===== config.mk =====
export PLATFORM = sky130hd
export DESIGN_NAME = us_echo_responder
export DESIGN_NICKNAME = d
export VERILOG_FILES = /design/src/rtl/us_echo_responder.sv
export SDC_FILE = /design/constraint.sdc
export NUM_CORES = 1
export LEC_CHECK = 0
export ABC_AREA = 1
export CAP_MARGIN = 20
export CORE_MARGIN = 2
export CORE_UTILIZATION = 60
export DETAILED_ROUTE_END_ITERATION = 16
export GPL_ROUTABILITY_DRIVEN = 0
export GPL_TIMING_DRIVEN = 0
export PLACE_DENSITY = 0.76
export SKIP_CTS_REPAIR_TIMING = 1
export SYNTH_ARGS = -nofsm -noshare
export SYNTH_HDL_FRONTEND = slang
export SYNTH_SLANG_ARGS = --single-unit

===== constraint.sdc =====
create_clock -name clk_50M -period 7.3 [get_ports clk_50M]
set_input_delay 0.73 -clock clk_50M [delete_from_list [all_inputs] [get_ports clk_50M]]
set_output_delay 0.73 -clock clk_50M [all_outputs]
set_load 0.005 [all_outputs]

===== src/rtl/us_echo_responder.sv =====
// us_echo_responder: ultrasonic ranging sensor emulator; answers a valid trigger
// with a delayed echo pulse whose width encodes the emulated target distance.
module us_echo_responder #(
    parameter int TRIG_MIN_CYC    = 500,
    parameter int BURST_DELAY_CYC = 10000,
    parameter int CYC_PER_MM      = 290,
    parameter int TIMEOUT_CYC     = 1900000,
    parameter int HOLDOFF_CYC     = 500
) (
    input  logic        clk_50M,
    input  logic        reset,
    input  logic        trigger,
    input  logic [11:0] distance_mm,
    output logic        echo_rx,
    output logic        trig_err,
    output logic        busy,
    output logic [2:0]  state
);
    typedef enum logic [2:0] {
        IDLE    = 3'd0,
        TRIG_HI = 3'd1,
        BURST   = 3'd2,
        ECHO    = 3'd3,
        HOLDOFF = 3'd4
    } state_t;
    state_t      state_q, state_d;
    logic [21:0] cnt_q, cnt_d, len_q, len_d, prod;
    logic        trig_d_q, echo_q, echo_d, err_q, err_d, rise;
    assign rise = trigger & ~trig_d_q;
    assign prod = {10'd0, distance_mm} * 22'(CYC_PER_MM);
    always_comb begin
        state_d = state_q;
        cnt_d   = cnt_q;
        len_d   = len_q;
        echo_d  = echo_q;
        err_d   = 1'b0;
        case (state_q)
            IDLE: if (rise) begin
                state_d = TRIG_HI;
                cnt_d   = 22'd1;
            end
            TRIG_HI: if (trigger) begin
                cnt_d = (cnt_q >= 22'(TRIG_MIN_CYC)) ? cnt_q : cnt_q + 22'd1;
            end else if (cnt_q >= 22'(TRIG_MIN_CYC)) begin
                state_d = BURST;
                cnt_d   = 22'd1;
                // Echo length is frozen here so later distance changes cannot disturb it
                len_d   = (distance_mm == 12'd0 || distance_mm > 12'd4000) ? 22'(TIMEOUT_CYC) :
                          (distance_mm < 12'd20) ? 22'(20 * CYC_PER_MM) : prod;
            end else begin
                state_d = IDLE;
                cnt_d   = 22'd0;
                err_d   = 1'b1;
            end
            BURST: if (cnt_q == 22'(BURST_DELAY_CYC)) begin
                state_d = ECHO;
                cnt_d   = 22'd1;
                echo_d  = 1'b1;
            end else begin
                cnt_d = cnt_q + 22'd1;
            end
            ECHO: if (cnt_q == len_q) begin
                state_d = HOLDOFF;
                cnt_d   = 22'd1;
                echo_d  = 1'b0;
            end else begin
                cnt_d = cnt_q + 22'd1;
            end
            HOLDOFF: if (cnt_q == 22'(HOLDOFF_CYC)) begin
                state_d = IDLE;
                cnt_d   = 22'd0;
            end else begin
                cnt_d = cnt_q + 22'd1;
            end
            default: begin
                state_d = IDLE;
                cnt_d   = 22'd0;
                echo_d  = 1'b0;
            end
        endcase
    end
    always_ff @(posedge clk_50M) begin
        if (!reset) begin
            state_q  <= IDLE;
            cnt_q    <= '0;
            len_q    <= '0;
            echo_q   <= 1'b0;
            err_q    <= 1'b0;
            trig_d_q <= 1'b1;
        end else begin
            state_q  <= state_d;
            cnt_q    <= cnt_d;
            len_q    <= len_d;
            echo_q   <= echo_d;
            err_q    <= err_d;
            trig_d_q <= trigger;
        end
    end
    assign echo_rx  = echo_q;
    assign trig_err = err_q;
    assign busy     = (state_q != IDLE);
    assign state    = state_q;
endmodule

After elaboration in Yosys (flattened, before gate mapping)
Index checks and enable logic that the tools add are counted.
{"block": "word_totals", "regBits": 50, "latch_bits": 0, "ram_bits": 0, "rom_bits": 0, "output_inout_bits": 6, "memories": 0}
{"block": "op_classes", "add_sub_neg": 1, "mul": 1, "div": 0, "magnitude_cmp": 3, "eq_ne": 13, "shift": 0, "mux": 21, "bitwise_logic": 6, "n_reduce_logical": 10}
{"cell": "$mux W22", "n": 6}
{"cell": "$pmux W22 S5", "n": 1}
{"cell": "$mux W21", "n": 2}
{"cell": "$add A22 B1 Y22 const B", "n": 1}
{"cell": "$eq A22 B14 Y1 const B", "n": 1}
{"cell": "$eq A22 B22 Y1", "n": 1}
{"cell": "$eq A22 B9 Y1 const B", "n": 1}
{"cell": "$ge A22 B9 Y1 const B", "n": 1}
{"cell": "$mul A12 B8 Y20 const B", "n": 1}
{"cell": "$mux W3", "n": 5}
{"cell": "$pmux W3 S5", "n": 1}
{"cell": "$gt A12 B12 Y1 const B", "n": 1}
{"cell": "$logic_not A12 Y1", "n": 1}
{"cell": "$lt A12 B5 Y1 const B", "n": 1}
{"cell": "$ne A2 B2 Y1 const B", "n": 5}
{"cell": "$eq A3 B2 Y1 const B", "n": 2}
{"cell": "$reduce_and A3 Y1", "n": 2}
{"cell": "$reduce_or A3 Y1", "n": 2}
{"cell": "$not A1 Y1", "n": 5}
{"cell": "$reduce_and A5 Y1", "n": 1}
{"cell": "$mux W1", "n": 4}
{"cell": "$eq A3 B1 Y1 const B", "n": 1}
{"cell": "$eq A3 B3 Y1 const B", "n": 1}
{"cell": "$logic_not A3 Y1", "n": 1}
{"cell": "7 further kinds", "n": 7}

Longest topological paths before layout
{"block": "depth", "ltp_word": 4, "ltp_mapped": 15, "depth_no_buf": 15}

Worst setup path before layout
No wires, ideal clock.
{"block": "synth_timing", "path_type": "in2reg", "from": "input distance_mm[3]", "to": "register len_q[14]", "setup_ns": 0.119, "arrival_time_ns": 2.985, "t_required_ns": 7.181, "setup_slack_ns": 4.195, "path_stages": 13, "path_buffers": 0, "cell_sequence": "ha_1 > fa_1 > ha_1 > ha_1 > nand2_1 > inv_1 > nand2_1 > nand2_1 > nor2_1 > o21ai_0 > or2_2 > nand2_1 > a21oi_1"}
{"block": "synth_between", "elab_chain_len": 3, "word_cells_on_any_way": 7}
{"element": "start: declaration", "line_no": "13", "rtl": "input logic [11:0] distance_mm,"}
{"element": "$mul A12 B8 Y20, or another cell as far along", "line_no": "30", "rtl": "assign prod = {10'd0, distance_mm} * 22'(CYC_PER_MM);"}
{"element": "$mux W21 or $logic_or A1 B1 Y1 (tied branches)", "line_no": "49, 48"}
{"element": "$mux W21 *", "line_no": "48", "rtl": "len_d = (distance_mm == 12'd0 || distance_mm > 12'd4000) ? 22'(TIMEOUT_CYC) :"}
{"element": "end signal: assignment", "line_no": "93", "rtl": "len_q <= len_d;"}
{"element": "end: declaration", "line_no": "27", "rtl": "logic [21:0] cnt_q, cnt_d, len_q, len_d, prod;"}
Every way passes the cells marked *; elsewhere a longest branch is shown, timed or not.
A chain may end at the register's enable or synchronous reset.

Worst setup path after layout
{"block": "layout_timing", "from": "input distance_mm[5]", "to": "register len_q[14]"}
The elaborated chain is that of the path after synthesis.

==> results <==
- The run finished with clean final reports.
- The gate count after technology mapping is approximately 660.
- STA classifies the critical path endpoint as a flip-flop.
- The switching component of the power is 0.0004132 W.
- In this run the most critical hold path is launched from echo_rx$_SDFFE_PN0P_.
- The final number of max-transition violations came to 0.
- The worst setup path is launched from an input port.
- The startpoint-to-endpoint class of the critical path is in2reg.
- For this configuration, the core starts out at a cell density of ~61%.
- The first global-routing pass estimated ~18 mm of wire.
- Clock-pin slew was measured on the worst setup and hold paths at ~0.11 ns.
- The post-route netlist has under 10% of its cells at a drive strength greater than 1.
- The die is slightly below 90 um tall.
- Of the synthesized area, sequential elements account for 23.29%.
- The max capacitance violation total is 0.
- For the worst flop-to-flop path, the logic depth is 11.
- Per report_power, the combinational group accounts for 49.5% of the total.
- The critical path runs through a total of 14 cells.
- The number of global-route vias before repair is roughly 4000.
- The clock tree root buffer cell is sky130_fd_sc_hd__clkbuf_8.
- The internal power consumption is between 0.0005 and 0.0006 W.
- The repair_antennas step left the layout with diodes totalling 0.
- The summed negative setup slack over all endpoints is 0 ns.
- TritonCTS built the clock tree.
- Measured on the finished design, the core utilization comes to around two thirds.
- Timing would allow up to roughly 280 MHz.
- The source of the critical timing path is distance_mm[5].
- The routed layout has about 4200 vias.
- The clock insertion delay at the later pin of the skew report is roughly 0.31 ns.
- For the worst setup path, the data required time is between 7 and 8 ns.
- The post-synthesis register bit count is between 40 and 50.
- The pin count of the biggest net entering global routing is 18.
- The critical path's most frequent cell is sky130_fd_sc_hd__nand2_1.
- The total of buffers placed on input and output ports is 19.
- When the netlist entered floorplanning its net count stood at around 730.
- The H-tree was split into 2 levels.
- The global router's overall resource usage is between 20% and 30%.
- For the pin with the worst max-slew slack, the measured transition is between 0.5 and 0.6 ns.
- The number of warning messages in the yosys log is 0.
- For flop-to-flop paths, the worst setup slack is ~5.2 ns.
- The standard cell with the maximum stage delay on the critical path is sky130_fd_sc_hd__clkdlybuf4s50_1.
- The netlist uses 35 different library cells.
- In this run switching power makes up between 40% and 50% of total power.
- The layout has between 600 and 700 filler cells.
- Setup repair after global routing left no endpoint under its margin.
- The average wire per cell in the routed design is around 14 um.
- In this run the static leakage power is around 2.1 nW.
- The residual overflow from global routing is 0.
- Wires add up to ~11 mm.
- The beginning of the worst register-to-register path is cnt_q[0]$_SDFFE_PN0P_.
- The worst hold path endpoint is echo_rx$_SDFFE_PN0P_.
- The final critical delay including setup and external delays is approximately 3.5 ns.
- A synthesized cell averages around 6.2 um2.
- For this run, design rule violations remaining after detail routing come to 0.
- The number of hold violations in the final report was 0.
- The number of antenna violations at the first check in global routing came to 0.
- At the worst endpoint, the arrival time is roughly 3.7 ns.
- TritonCTS created 5 clock buffers.
- The post-route antenna net violation count is 0.
- The largest buffer count on any clock path is 2.
- The floorplan has 30 rows.
- The first-pass iteration count of the detailed router is 4.
- The maximum vdd drop is 0.1376 mV.
- Between clock sinks in the finished design, the worst skew comes to around 0.012 ns.
- The largest single stage delay on the critical path is slightly below 0.6 ns.
- The overall die width is about 87 um.
- Measured against its own limit, the worst slew margin works out to between 60% and 70%.
- Summed over all nets, the half-perimeter wirelength after detailed placement is 8.677 mm.
- On the critical path the largest part of the delay comes from adder cells.
- Prior to clock tree synthesis, the placed netlist has a worst setup slack of 3.451 ns.
- The core region is about 6700 um2.
- Of all nets on the critical path, the largest fanout is 4.
- The destination of the worst register-to-register timing path is cnt_q[19]$_SDFFE_PN0P_.
- The post-detailed-route via-to-cell ratio is approximately 5.5.
- The area overhead of the layout relative to synthesis is 9.309%.
- The detailed router's first-iteration violation count is roughly 300.
- The buffer and inverter count on the worst path is 2.
- The sink count of the clock tree is between 40 and 50.
- In this run the cell area of the synthesized design comes to 4126 um2.
- The class of the tightest hold or removal check is reg2reg.
- 21 I/O pins were placed.
- The power share of the clock group is 18.6%.
- The minimum setup slack in the final design is about 3.8 ns.
- Of the total power, registers draw 31.9%.
- The ratio of total power to cell area is just over 200 nW/um2.
- The net count of the finished layout is 753.
- The critical path goes through clkdlybuf4s50_1 -> ha_1 -> fa_1 -> ha_1 -> ha_1 -> nand2_1 -> inv_1 -> nand2_1 -> nand2_1 -> nor2_1 -> o21ai_0 -> or2_2 -> nand2_1 -> a21oi_1.
- Dividing the final minimum period by the clock period gives between 40% and 50%.
- The die covers between 7000 and 8000 um2.
- Along the worst hold path, the cell count comes to 2.
- Setup violations remaining at the end of the flow were counted as 0.
-- worst reg2reg max path, delay by kind of cell (launching register included) --
family                   cells  cell delay (ns)
flip-flops                   1             0.47
buffers and inverters        2             0.29
adder cells (fa/ha/maj)      1             0.22
AND/OR/NAND/NOR              6             0.56
AO/OA/AOI/OAI                2             0.43
-- worst max-delay path by stage --
stage and endpoint:
6_report len_q[14]$_SDFFE_PN0P_, 5_1_grt len_q[14]$_SDFFE_PN0P_, 4_1_cts len_q[14]$_SDFFE_PN0P_, 3_5_place_dp len_q[14]$_SDFFE_PN0P_, 3_3_place_gp len_q[14]$_SDFFE_PN0P_, 2_1_floorplan len_q[14]$_SDFFE_PN0P_
-- per-layer routing --
| layer | GRT usage [%] | up-vias | part of all wire, % |
|---|---|---|---|
| met3 | 3.791 | 17 | 5.8 |
| met2 | 52.05 | 133 | 48 |
| met1 | 36.91 | 1875 | 44 |
| li1 | - | 2167 | - |
| met4 | 9.375 | 0 | 1.8 |
| met5 | 0 | - | 0 |
-- cell families (layout without fill, tap and decap cells) --
family / count (synthesis) / in the layout / synth area share (%)
simple gates: 370 / 370 / 38.39
buf+inv: 110 / 137 / 10.49
compound gates: 76 / 76 / 10.19
fa+ha+maj: 51 / 51 / 16.37
flops: 48 / 48 / 23.29
xor+xnor: 6 / 6 / 1.273
-- through the flow --
| stage | cell area [um2] | std cells | hold WS (ns) | power (W) |
|---|---|---|---|---|
| 6_report | 4511 | 768 | 0.4719 | 0.0009211 |
| 5_1_grt | 4511 | 768 | 0.4979 | 0.0009822 |
| 4_1_cts | 4511 | 768 | 0.4717 | 0.0009151 |
| 3_5_place_dp | 4417 | 760 | 0.4574 | 0.0007442 |
| 3_3_place_gp | 4417 | 760 | 0.4523 | 0.0007405 |
| 2_1_floorplan | 4126 | 661 | 0.4453 | 0.0006105 |
-- synth_stat cells, drive strengths merged --
| library cell | instances | area share [%] |
|---|---|---|
| a21o | 1 | 0.18 |
| a21oi | 36 | 4.6 |
| a31oi | 3 | 0.45 |
| and3 | 1 | 0.15 |
| buf | 5 | 0.94 |
| clkbuf | 4 | 0.36 |
| clkinv | 2 | 0.18 |
| dfxtp | 48 | 23 |
| fa | 5 | 2.4 |
| ha | 46 | 14 |
| inv | 99 | 9.0 |
| nand2 | 186 | 17 |
| nand3 | 55 | 7.1 |
| nand4 | 9 | 1.4 |
| nor2 | 91 | 8.9 |
| nor3 | 23 | 2.8 |
| o211a | 2 | 0.49 |
| o21ai | 32 | 4.1 |
| o21bai | 2 | 0.36 |
| or2 | 5 | 0.76 |
| xnor2 | 2 | 0.42 |
| xor2 | 4 | 0.85 |
-- final cells by class --
class | instances | area (um2) | area share (%)
multi-input combinational | 503 | 2733 | 60.58
timing repair buffer | 19 | 190.2 | 4.216
tap | 80 | 100.1 | 2.219
inverter | 101 | 379.1 | 8.405
sequential | 48 | 960.9 | 21.30
clock buffer | 5 | 68.82 | 1.526
clock inverter | 3 | 25.02 | 0.5548
buffer | 9 | 53.80 | 1.193
-- power by group through the flow --
| stage | clock network (W) | registers [W] | logic [W] |
|---|---|---|---|
| 3_3_place_gp | 0 | 0.000299 | 0.000442 |
| 2_1_floorplan | 0 | 0.000295 | 0.000316 |
| 3_5_place_dp | 0 | 0.000299 | 0.000445 |
| 4_1_cts | 0.000173 | 0.000293 | 0.000449 |
| 6_report | 0.000171 | 0.000294 | 0.000456 |
| 5_1_grt | 0.000183 | 0.000296 | 0.000504 |
-- cell usage in the layout (no fill, tap or decap), types with 8 or more instances in the layout --
cell type,synthesis,final
sky130_fd_sc_hd__clkdlybuf4s50_1,0,19
sky130_fd_sc_hd__nor3_1,23,23
sky130_fd_sc_hd__nor2_1,85,85
sky130_fd_sc_hd__o21ai_0,26,26
sky130_fd_sc_hd__inv_1,91,91
sky130_fd_sc_hd__a21oi_1,35,35
sky130_fd_sc_hd__dfxtp_1,48,48
sky130_fd_sc_hd__nand3_1,53,53
sky130_fd_sc_hd__nand4_1,9,9
sky130_fd_sc_hd__ha_1,46,46
sky130_fd_sc_hd__inv_2,8,8
sky130_fd_sc_hd__nand2_1,181,181
-- registers in the layout (all words and copies together) (netlist names) --
name / cells
cnt_q: 22
echo_rx: 1
len_q: 20
state: 3
trig_d_q: 1
trig_err: 1
(Power assumes the default switching activity.)
